**config.mk**
```make
export PLATFORM = sky130hd
export DESIGN_NAME = mem_wb_skid_stage_flat
export DESIGN_NICKNAME = d
export VERILOG_FILES = /design/src/rtl/mem_wb_skid_stage_if.sv /design/src/rtl/mem_wb_skid_stage.sv /design/src/flat_wrapper.sv
export SDC_FILE = /design/constraint.sdc
export NUM_CORES = 1
export LEC_CHECK = 0
export CAP_MARGIN = 25
export CORE_MARGIN = 2
export CORE_UTILIZATION = 45
export CTS_CLUSTER_SIZE = 30
export DETAILED_ROUTE_END_ITERATION = 10
export HOLD_SLACK_MARGIN = 0.02
export PLACE_DENSITY = 0.74
export SYNTH_ARGS = -nofsm -noshare
export SYNTH_HDL_FRONTEND = slang
export SYNTH_SLANG_ARGS = --single-unit
```
**constraint.sdc**
```tcl
create_clock -name clk -period 1.7 [get_ports clk]
set_clock_uncertainty 0.05 [all_clocks]
set_input_delay 0.34 -clock clk [delete_from_list [all_inputs] [get_ports clk]]
set_output_delay 0.34 -clock clk [all_outputs]
set_load 0.03 [all_outputs]
```
**src/rtl/mem_wb_skid_stage_if.sv**
```systemverilog
// MEM->WB handshake bundle: upstream in_* side and downstream out_* side of the skid stage.
// The stage takes the slave view and the memory stage / register-file port take the master view.
interface mem_wb_skid_stage_if #(
  parameter int DATA_W = 32,
  parameter int REG_AW = 5
);
  logic              in_valid;
  logic              in_ready;
  logic              in_reg_write;
  logic              in_mem_to_reg;
  logic [DATA_W-1:0] in_result;
  logic [DATA_W-1:0] in_mem_rdata;
  logic [REG_AW-1:0] in_dest;

  logic              out_valid;
  logic              out_ready;
  logic              out_reg_write;
  logic              out_mem_to_reg;
  logic [DATA_W-1:0] out_result;
  logic [DATA_W-1:0] out_mem_rdata;
  logic [REG_AW-1:0] out_dest;
  logic [DATA_W-1:0] out_wb_data;

  modport master (
    output in_valid, in_reg_write, in_mem_to_reg, in_result, in_mem_rdata, in_dest,
    input  in_ready,
    input  out_valid, out_reg_write, out_mem_to_reg, out_result, out_mem_rdata, out_dest,
    input  out_wb_data,
    output out_ready
  );

  modport slave (
    input  in_valid, in_reg_write, in_mem_to_reg, in_result, in_mem_rdata, in_dest,
    output in_ready,
    output out_valid, out_reg_write, out_mem_to_reg, out_result, out_mem_rdata, out_dest,
    output out_wb_data,
    input  out_ready
  );
endinterface

```
**src/rtl/mem_wb_skid_stage.sv**
```systemverilog
// MEM->WB pipeline stage with a 2-entry skid buffer; 1-cycle latency, full throughput.
// in_ready drops only when both head and skid hold entries, so upstream stalls without loss.
module mem_wb_skid_stage #(
  parameter int DATA_W    = 32,
  parameter int REG_AW    = 5,
  parameter int ZERO_SUPP = 1
) (
  input logic               clk,
  input logic               rst_n,
  input logic               flush,
  mem_wb_skid_stage_if.slave bus
);

  typedef struct packed {
    logic              reg_write;
    logic              mem_to_reg;
    logic [DATA_W-1:0] result;
    logic [DATA_W-1:0] mem_rdata;
    logic [REG_AW-1:0] dest;
  } wb_t;

  typedef enum logic [1:0] {
    EMPTY = 2'd0,
    ONE   = 2'd1,
    FULL  = 2'd2
  } state_t;

  state_t state_q, state_d;
  wb_t    head_q, skid_q, in_bundle;
  logic   head_valid, fire, outfire;
  logic   load_head_in, load_head_skid, load_skid;

  assign head_valid   = (state_q != EMPTY);
  assign bus.in_ready = rst_n & (state_q != FULL);
  assign fire         = bus.in_valid & bus.in_ready;
  assign outfire      = head_valid & bus.out_ready;

  // R0 is hardwired, so a write to it is dropped at capture time.
  always_comb begin
    in_bundle           = '0;
    in_bundle.reg_write = bus.in_reg_write & ~((ZERO_SUPP != 0) && (bus.in_dest == '0));
    in_bundle.mem_to_reg = bus.in_mem_to_reg;
    in_bundle.result    = bus.in_result;
    in_bundle.mem_rdata = bus.in_mem_rdata;
    in_bundle.dest      = bus.in_dest;
  end

  always_ff @(posedge clk) begin
    if (!rst_n) begin
      state_q <= EMPTY;
    end else begin
      state_q <= state_d;
    end
  end

  always_comb begin
    state_d        = state_q;
    load_head_in   = 1'b0;
    load_head_skid = 1'b0;
    load_skid      = 1'b0;
    case (state_q)
      EMPTY: begin
        if (fire) begin
          load_head_in = 1'b1;
          state_d      = ONE;
        end
      end
      ONE: begin
        if (fire && outfire) begin
          load_head_in = 1'b1;
        end else if (fire) begin
          load_skid = 1'b1;
          state_d   = FULL;
        end else if (outfire) begin
          state_d = EMPTY;
        end
      end
      FULL: begin
        if (outfire) begin
          load_head_skid = 1'b1;
          state_d        = ONE;
        end
      end
      default: state_d = EMPTY;
    endcase
    // Flush only clears occupancy; data registers are left stale on purpose.
    if (flush) begin
      state_d        = EMPTY;
      load_head_in   = 1'b0;
      load_head_skid = 1'b0;
      load_skid      = 1'b0;
    end
  end

  always_ff @(posedge clk) begin
    if (!rst_n) begin
      head_q <= '0;
      skid_q <= '0;
    end else begin
      if (load_head_in) begin
        head_q <= in_bundle;
      end else if (load_head_skid) begin
        head_q <= skid_q;
      end
      if (load_skid) begin
        skid_q <= in_bundle;
      end
    end
  end

  assign bus.out_valid      = head_valid;
  assign bus.out_reg_write  = head_q.reg_write & head_valid;
  assign bus.out_mem_to_reg = head_q.mem_to_reg;
  assign bus.out_result     = head_q.result;
  assign bus.out_mem_rdata  = head_q.mem_rdata;
  assign bus.out_dest       = head_q.dest;
  assign bus.out_wb_data    = head_q.mem_to_reg ? head_q.mem_rdata : head_q.result;

endmodule

```
**src/flat_wrapper.sv**
```systemverilog
// flat-port wrapper written by rule: the top's interface ports become plain ports
module mem_wb_skid_stage_flat 
#(
  parameter int DATA_W    = 32,
  parameter int REG_AW    = 5,
  parameter int ZERO_SUPP = 1
)
  (clk, rst_n, flush, bus_in_valid, bus_in_reg_write, bus_in_mem_to_reg, bus_in_result, bus_in_mem_rdata, bus_in_dest, bus_in_ready, bus_out_valid, bus_out_reg_write, bus_out_mem_to_reg, bus_out_result, bus_out_mem_rdata, bus_out_dest, bus_out_wb_data, bus_out_ready);
  mem_wb_skid_stage_if #(.DATA_W(DATA_W), .REG_AW(REG_AW)) bus_i ();
  input logic clk;
  input logic rst_n;
  input logic flush;
  input wire logic [$bits(bus_i.in_valid)-1:0] bus_in_valid;
  input wire logic [$bits(bus_i.in_reg_write)-1:0] bus_in_reg_write;
  input wire logic [$bits(bus_i.in_mem_to_reg)-1:0] bus_in_mem_to_reg;
  input wire logic [$bits(bus_i.in_result)-1:0] bus_in_result;
  input wire logic [$bits(bus_i.in_mem_rdata)-1:0] bus_in_mem_rdata;
  input wire logic [$bits(bus_i.in_dest)-1:0] bus_in_dest;
  output wire logic [$bits(bus_i.in_ready)-1:0] bus_in_ready;
  output wire logic [$bits(bus_i.out_valid)-1:0] bus_out_valid;
  output wire logic [$bits(bus_i.out_reg_write)-1:0] bus_out_reg_write;
  output wire logic [$bits(bus_i.out_mem_to_reg)-1:0] bus_out_mem_to_reg;
  output wire logic [$bits(bus_i.out_result)-1:0] bus_out_result;
  output wire logic [$bits(bus_i.out_mem_rdata)-1:0] bus_out_mem_rdata;
  output wire logic [$bits(bus_i.out_dest)-1:0] bus_out_dest;
  output wire logic [$bits(bus_i.out_wb_data)-1:0] bus_out_wb_data;
  input wire logic [$bits(bus_i.out_ready)-1:0] bus_out_ready;
  assign bus_i.in_valid = bus_in_valid;
  assign bus_i.in_reg_write = bus_in_reg_write;
  assign bus_i.in_mem_to_reg = bus_in_mem_to_reg;
  assign bus_i.in_result = bus_in_result;
  assign bus_i.in_mem_rdata = bus_in_mem_rdata;
  assign bus_i.in_dest = bus_in_dest;
  assign bus_in_ready = bus_i.in_ready;
  assign bus_out_valid = bus_i.out_valid;
  assign bus_out_reg_write = bus_i.out_reg_write;
  assign bus_out_mem_to_reg = bus_i.out_mem_to_reg;
  assign bus_out_result = bus_i.out_result;
  assign bus_out_mem_rdata = bus_i.out_mem_rdata;
  assign bus_out_dest = bus_i.out_dest;
  assign bus_out_wb_data = bus_i.out_wb_data;
  assign bus_i.out_ready = bus_out_ready;
  mem_wb_skid_stage #(.DATA_W(DATA_W), .REG_AW(REG_AW), .ZERO_SUPP(ZERO_SUPP)) u_core (.clk(clk), .rst_n(rst_n), .flush(flush), .bus(bus_i));
endmodule
```
==> reports/metrics.csv, run 1 <==
metric;value;unit
status;complete, but fails checks;
failing checks;setup timing;
Port Buf Inserts;180;
largest net degree at the start of global routing;80;
total wire length;21700;µm
final worst slack;-0.229;ns
sequential fraction of the synthesis area;39.2;%
Tcrit/Tclk final;113;%
Worst Max-Slew Pin Slew;0.356;ns
Largest register FFs;71;
Yosys warning count;0;
Max Buffers Root-to-Sink;2;
H-tree levels;4;
Critical Path Stages;4;
Critical path buffers and inverters;3;
cts hold-fix bufs;0;
RSZ-0062 raised after global routing;yes;
CTS tree;yes;
Avg Cell Area, Syn;8.60;µm²
DR iter-0 viols;569;
Antenna Cells;0;
vias in the first global route;6113;
critical path class;flop to output pin;
CTS root buffer;clkbuf_16;
Final Hold Viols;0;
Post-Synthesis Net Count;931;
Final ANT Viol Nets;0;
PwrDens;864;mW/mm²
CP peak stage delay;0.37;ns
clock latency on the worst-skew pair;0.42;ns
Rel. slew slack;76.3;%
Max FO, Critical Path;10;
Arr. time, crit path;1.54;ns
die height;132;µm
CP max-delay cell;dfxtp_4;
TritonCTS Sinks;144;
CTS clk-pin slew, worst paths;0.06;ns
Peak Freq;519;MHz
synth unique cells;34;
Setup crit end kind;output pin;
worst hold path class;input port to flop;
routed len/inst;18.2;µm
R2R cell count;5;
synthesized area;0.00736;mm²
pre-CTS setup slack;-0.269;ns
initial antenna violation count;2;
GRT Resource Usage Total;24.5;%
most frequent CP cell;buf_12;
layout cells sized above 1;23.2;%
detailed-route DRC error count;0;
final core occ;62.9;%
Cell Chain, Critical Path;buf_12 > buf_12 > mux2_4 > buf_6;
#FFs+latches synth;144;
area grow syn2layout;36.4;%
Max Slew Vio Count;0;
Worst IR Drop VDD;0.000531;V
nature of the critical path startpoint;flop;
Most flops, register;u_core.skid_q;
Vias;6713;
CP endpoint;bus_out_wb_data[26];
R2R Setup Slk;0.11;ns
Detail Placement HPWL;13900;µm
# rows;46;
Die Wd;132;µm
setup violators final;32;
first-pass GRT wire length;34100;µm
P_leak;3.78;nW
die area;0.0174;mm²
Critical R2R Capture;u_core.skid_q[47];
FF-to-FF Start;u_core.state_q[1];
critical path required time;1.31;ns
nets@finish;1038;
Core Area;0.0159;mm²
Placed Cells;1146;
initial core utilization;46.1;%
Vias/cell;5.64;
max-cap viol count;0;
Post-Synthesis Cells;855;
First-pass DRT Iterations;5;
Critical Path Source;u_core.bus.out_mem_to_reg;
GPL Wtd Cong;0.806;
crit-path leading delay family;buffers and inverters;
io pins;181;
fin crit period;1.93;ns
GRT overflow;0;
total CTS buffers;17;
Hold Path Depth;4;
non-filler cells, final;1191;
==> worst min path at each step <==
stage / startpoint / slack (ns) / end
global route: rst_n / 0.42 / u_core.bus.out_mem_rdata[24]
detailed placement: u_core.skid_q[35] / 0.41 / u_core.bus.out_mem_rdata[30]
floorplan: bus_out_ready / 0.37 / u_core.state_q[1]
global placement: u_core.skid_q[69] / 0.40 / u_core.bus.out_mem_to_reg
finish: rst_n / 0.40 / u_core.bus.out_mem_rdata[24]
CTS: rst_n / 0.40 / u_core.bus.out_mem_rdata[24]
==> final cells by class <==
| class | instances | area (µm²) |
|---|---|---|
| Fill cell | 1337 | 5910 |
| Multi-Input combinational cell | 549 | 3580 |
| Sequential cell | 144 | 2900 |
| Timing Repair Buffer | 249 | 2690 |
| Clock buffer | 17 | 425 |
| Tap cell | 216 | 270 |
| Clock inverter | 15 | 161 |
| Inverter | 1 | 3.75 |
==> cell usage after synthesis <==
cell type  instances  area (µm²)
a21boi_0           1        7.51
a21boi_1          70         526
a21oi_1            2        10.0
a31oi_1           70         438
and2_1             1        6.26
and3b_1            1        8.76
and4bb_1           1        12.5
and4bb_2           1        12.5
buf_2             44         220
buf_4             78         586
buf_6             12         135
clkbuf_1          27         101
dfxtp_1          144        2880
inv_1              1        3.75
mux2_2            32         360
mux2i_1            2        20.0
nand2_1          141         529
nand2_2            1        6.26
nand2b_1           2        12.5
nand3_1           70         350
nand4bb_1          2        22.5
nor2_1             1        3.75
nor2b_1            1        6.26
nor3_1             1        5.00
o211ai_2           1        12.5
o21ai_0           70         350
o21ai_1            2        10.0
o21ba_2            1        10.0
o22ai_1            1        6.26
o31ai_1           42         315
o31ai_2           29         363
or2_2              1        6.26
or3b_2             1        8.76
or4_1              1        7.51
==> cells in the final DEF (no fill, tap or decap), types with 3 or more instances in the layout <==
cell / instances
buf_12: 31
a21boi_1: 71
buf_6: 40
nand3_1: 70
clkbuf_16: 18
dlygate4sd2_1: 57
o31ai_2: 29
o21ai_0: 70
a31oi_1: 70
dfxtp_4: 3
nand2_1: 141
clkinv_4: 5
dfxtp_1: 139
buf_4: 38
clkinvlp_4: 4
o31ai_1: 42
mux2_2: 4
clkbuf_2: 3
clkdlybuf4s50_1: 74
mux2_4: 28
==> worst register-to-register path, delay by kind of cell (launching register included) <==
| kind | cells | cell delay [ns] |
|---|---|---|
| flops | 1 | 0.34 |
| simple gates | 2 | 0.52 |
| compound gates | 1 | 0.14 |
| buf+inv | 2 | 0.47 |
==> timing repair <==
| action | 4_1_cts | 5_1_grt |
|---|---|---|
| setup endpoints to repair | 99 | 41 |
| cloned | 1 | 1 |
| hold endpoints to repair | 0 | 0 |
| pin swaps | 1 | 2 |
| resized for setup | 274 | 23 |
| setup buffers | 8 | 3 |
==> through the flow <==
stage	power [mW]	hold WS, ns	setup TNS (ns)	instance area (µm²)
after global routing	8.94	0.419	-6.92	10000
after floorplan	4.44	0.369	0	7360
final	8.67	0.404	-5.68	10000
after global placement	5.00	0.399	-27.81	9180
after detailed placement	5.01	0.407	-31.54	9180
after CTS	8.68	0.400	-6.52	9950
==> per-layer routing <==
| metal | part of all wire (%) | global-route usage (%) | vias to the layer above | routed length, µm |
|---|---|---|---|---|
| li1 | - | - | 3217 | - |
| met1 | 46 | 33.6 | 3233 | 10000 |
| met2 | 46 | 37.8 | 231 | 9890 |
| met3 | 6.4 | 5.77 | 30 | 1380 |
| met4 | 1.7 | 8.45 | 2 | 378 |
| met5 | 0.060 | 0 | - | 13 |
==> report_power, final <==
part | switching [mW] | total [mW] | internal, mW
Clock | 1.51 | 3.68 | 2.17
Combinational | 0.763 | 1.43 | 0.665
Sequential | 0.0894 | 3.56 | 3.47
==> cells by family (layout without fill, tap and decap cells) <==
family	Yosys count	count (layout)	share of synthesized area, %
simple gates	226	226	13.6
mux	34	34	5.17
buf+inv	162	282	14.2
compound gates	289	289	27.8
flops	144	144	39.2
(Power assumes the default switching activity.)
==> run 2, diff against run 1 <==
Settings changed: SLEW_MARGIN set to 20.
==> results of run 2 <==
The final DEF is identical to that of run 1; final timing and power are the same.
==> run 3, diff against run 2 <==
Settings changed: CORE_MARGIN 2 to unset.
==> run 3 against run 2 <==
Against the previous run: setup slack better by 0.0014 ns; largest cell class unchanged; non-clock buffer count is 4 higher; largest power group unchanged; sequential power is essentially flat; first-iteration DRC count increased by 19%; power up 5.0%; the run still ends with setup timing left; critical endpoint is now bus_out_wb_data[10].
==> reports/metrics.csv, run 3 (same netlist as run 1, synthesis figures left out) <==
metric;value;unit
Most flops, register;u_core.skid_q;
GRT Resource Usage Total;26.2;%
CP endpoint;bus_out_wb_data[10];
R2R cell count;7;
commonest non-fill, non-tap cell in the layout;nand2_1;
R2R Setup Slk;0.07;ns
Worst IR Drop VDD;0.000770;V
GPL Wtd Cong;0.761;
CTS tree;yes;
H-tree levels;4;
Rel. slew slack;55.0;%
Vias/cell;5.66;
Peak Freq;519;MHz
Largest register FFs;71;
crit-path leading delay family;flip-flops;
TritonCTS Sinks;144;
nature of the critical path startpoint;flop;
Vias;6771;
Max Buffers Root-to-Sink;2;
Arr. time, crit path;1.54;ns
layout cells sized above 1;23.9;%
most frequent cells in the layout;141 x nand2_1, 138 x dfxtp_1, 74 x clkdlybuf4s50_1;
Cell Chain, Critical Path;buf_12 > buf_6 > mux2_4 > buf_6;
Core Area;0.0159;mm²
First-pass DRT Iterations;5;
first-pass GRT wire length;34100;µm
Critical R2R Capture;u_core.skid_q[11];
die area;0.0169;mm²
internal power;6.81;mW
nets@finish;1042;
Port Buf Inserts;180;
Critical path buffers and inverters;3;
setup violators final;32;
worst hold path class;input port to flop;
total wire length;22000;µm
Sequential Power Share;39.2;%
# rows;46;
largest net degree at the start of global routing;143;
Detail Placement HPWL;13800;µm
Clock power frac;44.8;%
Final Hold Viols;0;
total CTS buffers;17;
PwrDens;893;mW/mm²
routed len/inst;18.4;µm
failing checks;setup timing;
clock latency on the worst-skew pair;0.42;ns
max-cap viol count;0;
io pins;181;
fin crit period;1.93;ns
Worst Max-Slew Pin Slew;0.675;ns
initial core utilization;46.1;%
Critical Path Stages;4;
final worst slack;-0.227;ns
CP peak stage delay;0.41;ns
GRT overflow;0;
Placed Cells;1154;
P_leak;3.82;nW
Max Slew Vio Count;0;
Setup crit end kind;output pin;
pre-CTS setup slack;-0.206;ns
die height;130;µm
detailed-route DRC error count;0;
hold_ws;0.183;ns
non-filler cells, final;1197;
CTS clk-pin slew, worst paths;0.06;ns
Max FO, Critical Path;6;
initial antenna violation count;4;
DR iter-0 viols;676;
CTS root buffer;clkbuf_16;
overall power;9.10;mW
critical path required time;1.31;ns
most frequent CP cell;buf_6;
critical path class;flop to output pin;
Psw;2.29;mW
RSZ-0062 raised after global routing;yes;
status;complete, but fails checks;
area grow syn2layout;38.5;%
CP max-delay cell;dfxtp_4;
Final ANT Viol Nets;0;
Die Wd;130;µm
FF-to-FF Start;u_core.state_q[1];
combinational power share;16.0;%
vias in the first global route;6236;
Critical Path Source;u_core.bus.out_mem_to_reg;
Tcrit/Tclk final;113;%
final core occ;63.9;%
Net Sw Frac;25.1;%
[run 3: cell count changes in the layout (fill, tap and decap cells not counted), sizes merged]
cell           delta
clkinv            -5
clkdlybuf4s15     +6
clkinvlp          -1
diode             +2
dlygate4sd2       -4
inv               -2
clkbuf            +4
bufinv            +2
buf               +4
[run 3: cell type report]
| type | instances | area, µm² |
|---|---|---|
| clock buffer | 23 | 498 |
| antenna | 2 | 5.00 |
| tap | 216 | 270 |
| multi-input combinational | 549 | 3600 |
| sequential | 144 | 2900 |
| inverter | 1 | 3.75 |
| timing repair buffer | 253 | 2760 |
| fill | 1321 | 5760 |
| clock inverter | 9 | 153 |
[run 3: repair_timing]
action                                 in CTS  in global routing
hold buffers                                0                  0
gates resized for setup                   322                 21
buffers inserted                            9                  0
pin swaps                                   0                  1
endpoints found under the hold margin       0                  0
gates cloned                                2                  0
setup endpoints to repair                  99                 41
[run 3: layer usage]
layer | routed length, µm | up-vias | GRT usage (%)
li1 | - | 3221 | -
met3 | 1590 | 43 | 7.79
met2 | 9950 | 233 | 39.9
met1 | 9880 | 3274 | 35.3
met4 | 576 | 0 | 9.23
met5 | 0 | - | 0
[run 3: worst min-delay path, delay by kind of cell]
family                 cells  cell delay (ns)
and+or+nand+nor            2             0.13
buffers and inverters      1             0.14
[run 3: power groups by stage]
stage / Clock (mW) / Sequential (mW) / Combinational (mW)
finish: 4.07 / 3.57 / 1.46
global placement: 0 / 3.64 / 1.40
CTS: 4.10 / 3.56 / 1.45
global route: 4.27 / 3.58 / 1.53
floorplan: 0 / 3.60 / 0.842
detailed placement: 0 / 3.64 / 1.41
[run 3: how the worst min path moves through the flow]
stage	start	end	slack, ns	depth (start not counted)
after floorplan	bus_out_ready	u_core.state_q[1]	0.37	1
after global placement	u_core.skid_q[63]	u_core.bus.out_result[26]	0.40	2
after detailed placement	u_core.skid_q[60]	u_core.bus.out_result[23]	0.41	2
after CTS	rst_n	u_core.state_q[1]	0.17	3
after global routing	rst_n	u_core.state_q[1]	0.20	3
final	rst_n	u_core.state_q[1]	0.18	3
[run 3: metrics by stage]
stage	TNS [ns]	cell area, µm²
after global routing	-5.85	10200
after floorplan	0	7360
after CTS	-6.46	10200
final	-4.85	10200
after global placement	-23.19	9290
after detailed placement	-29.49	9290
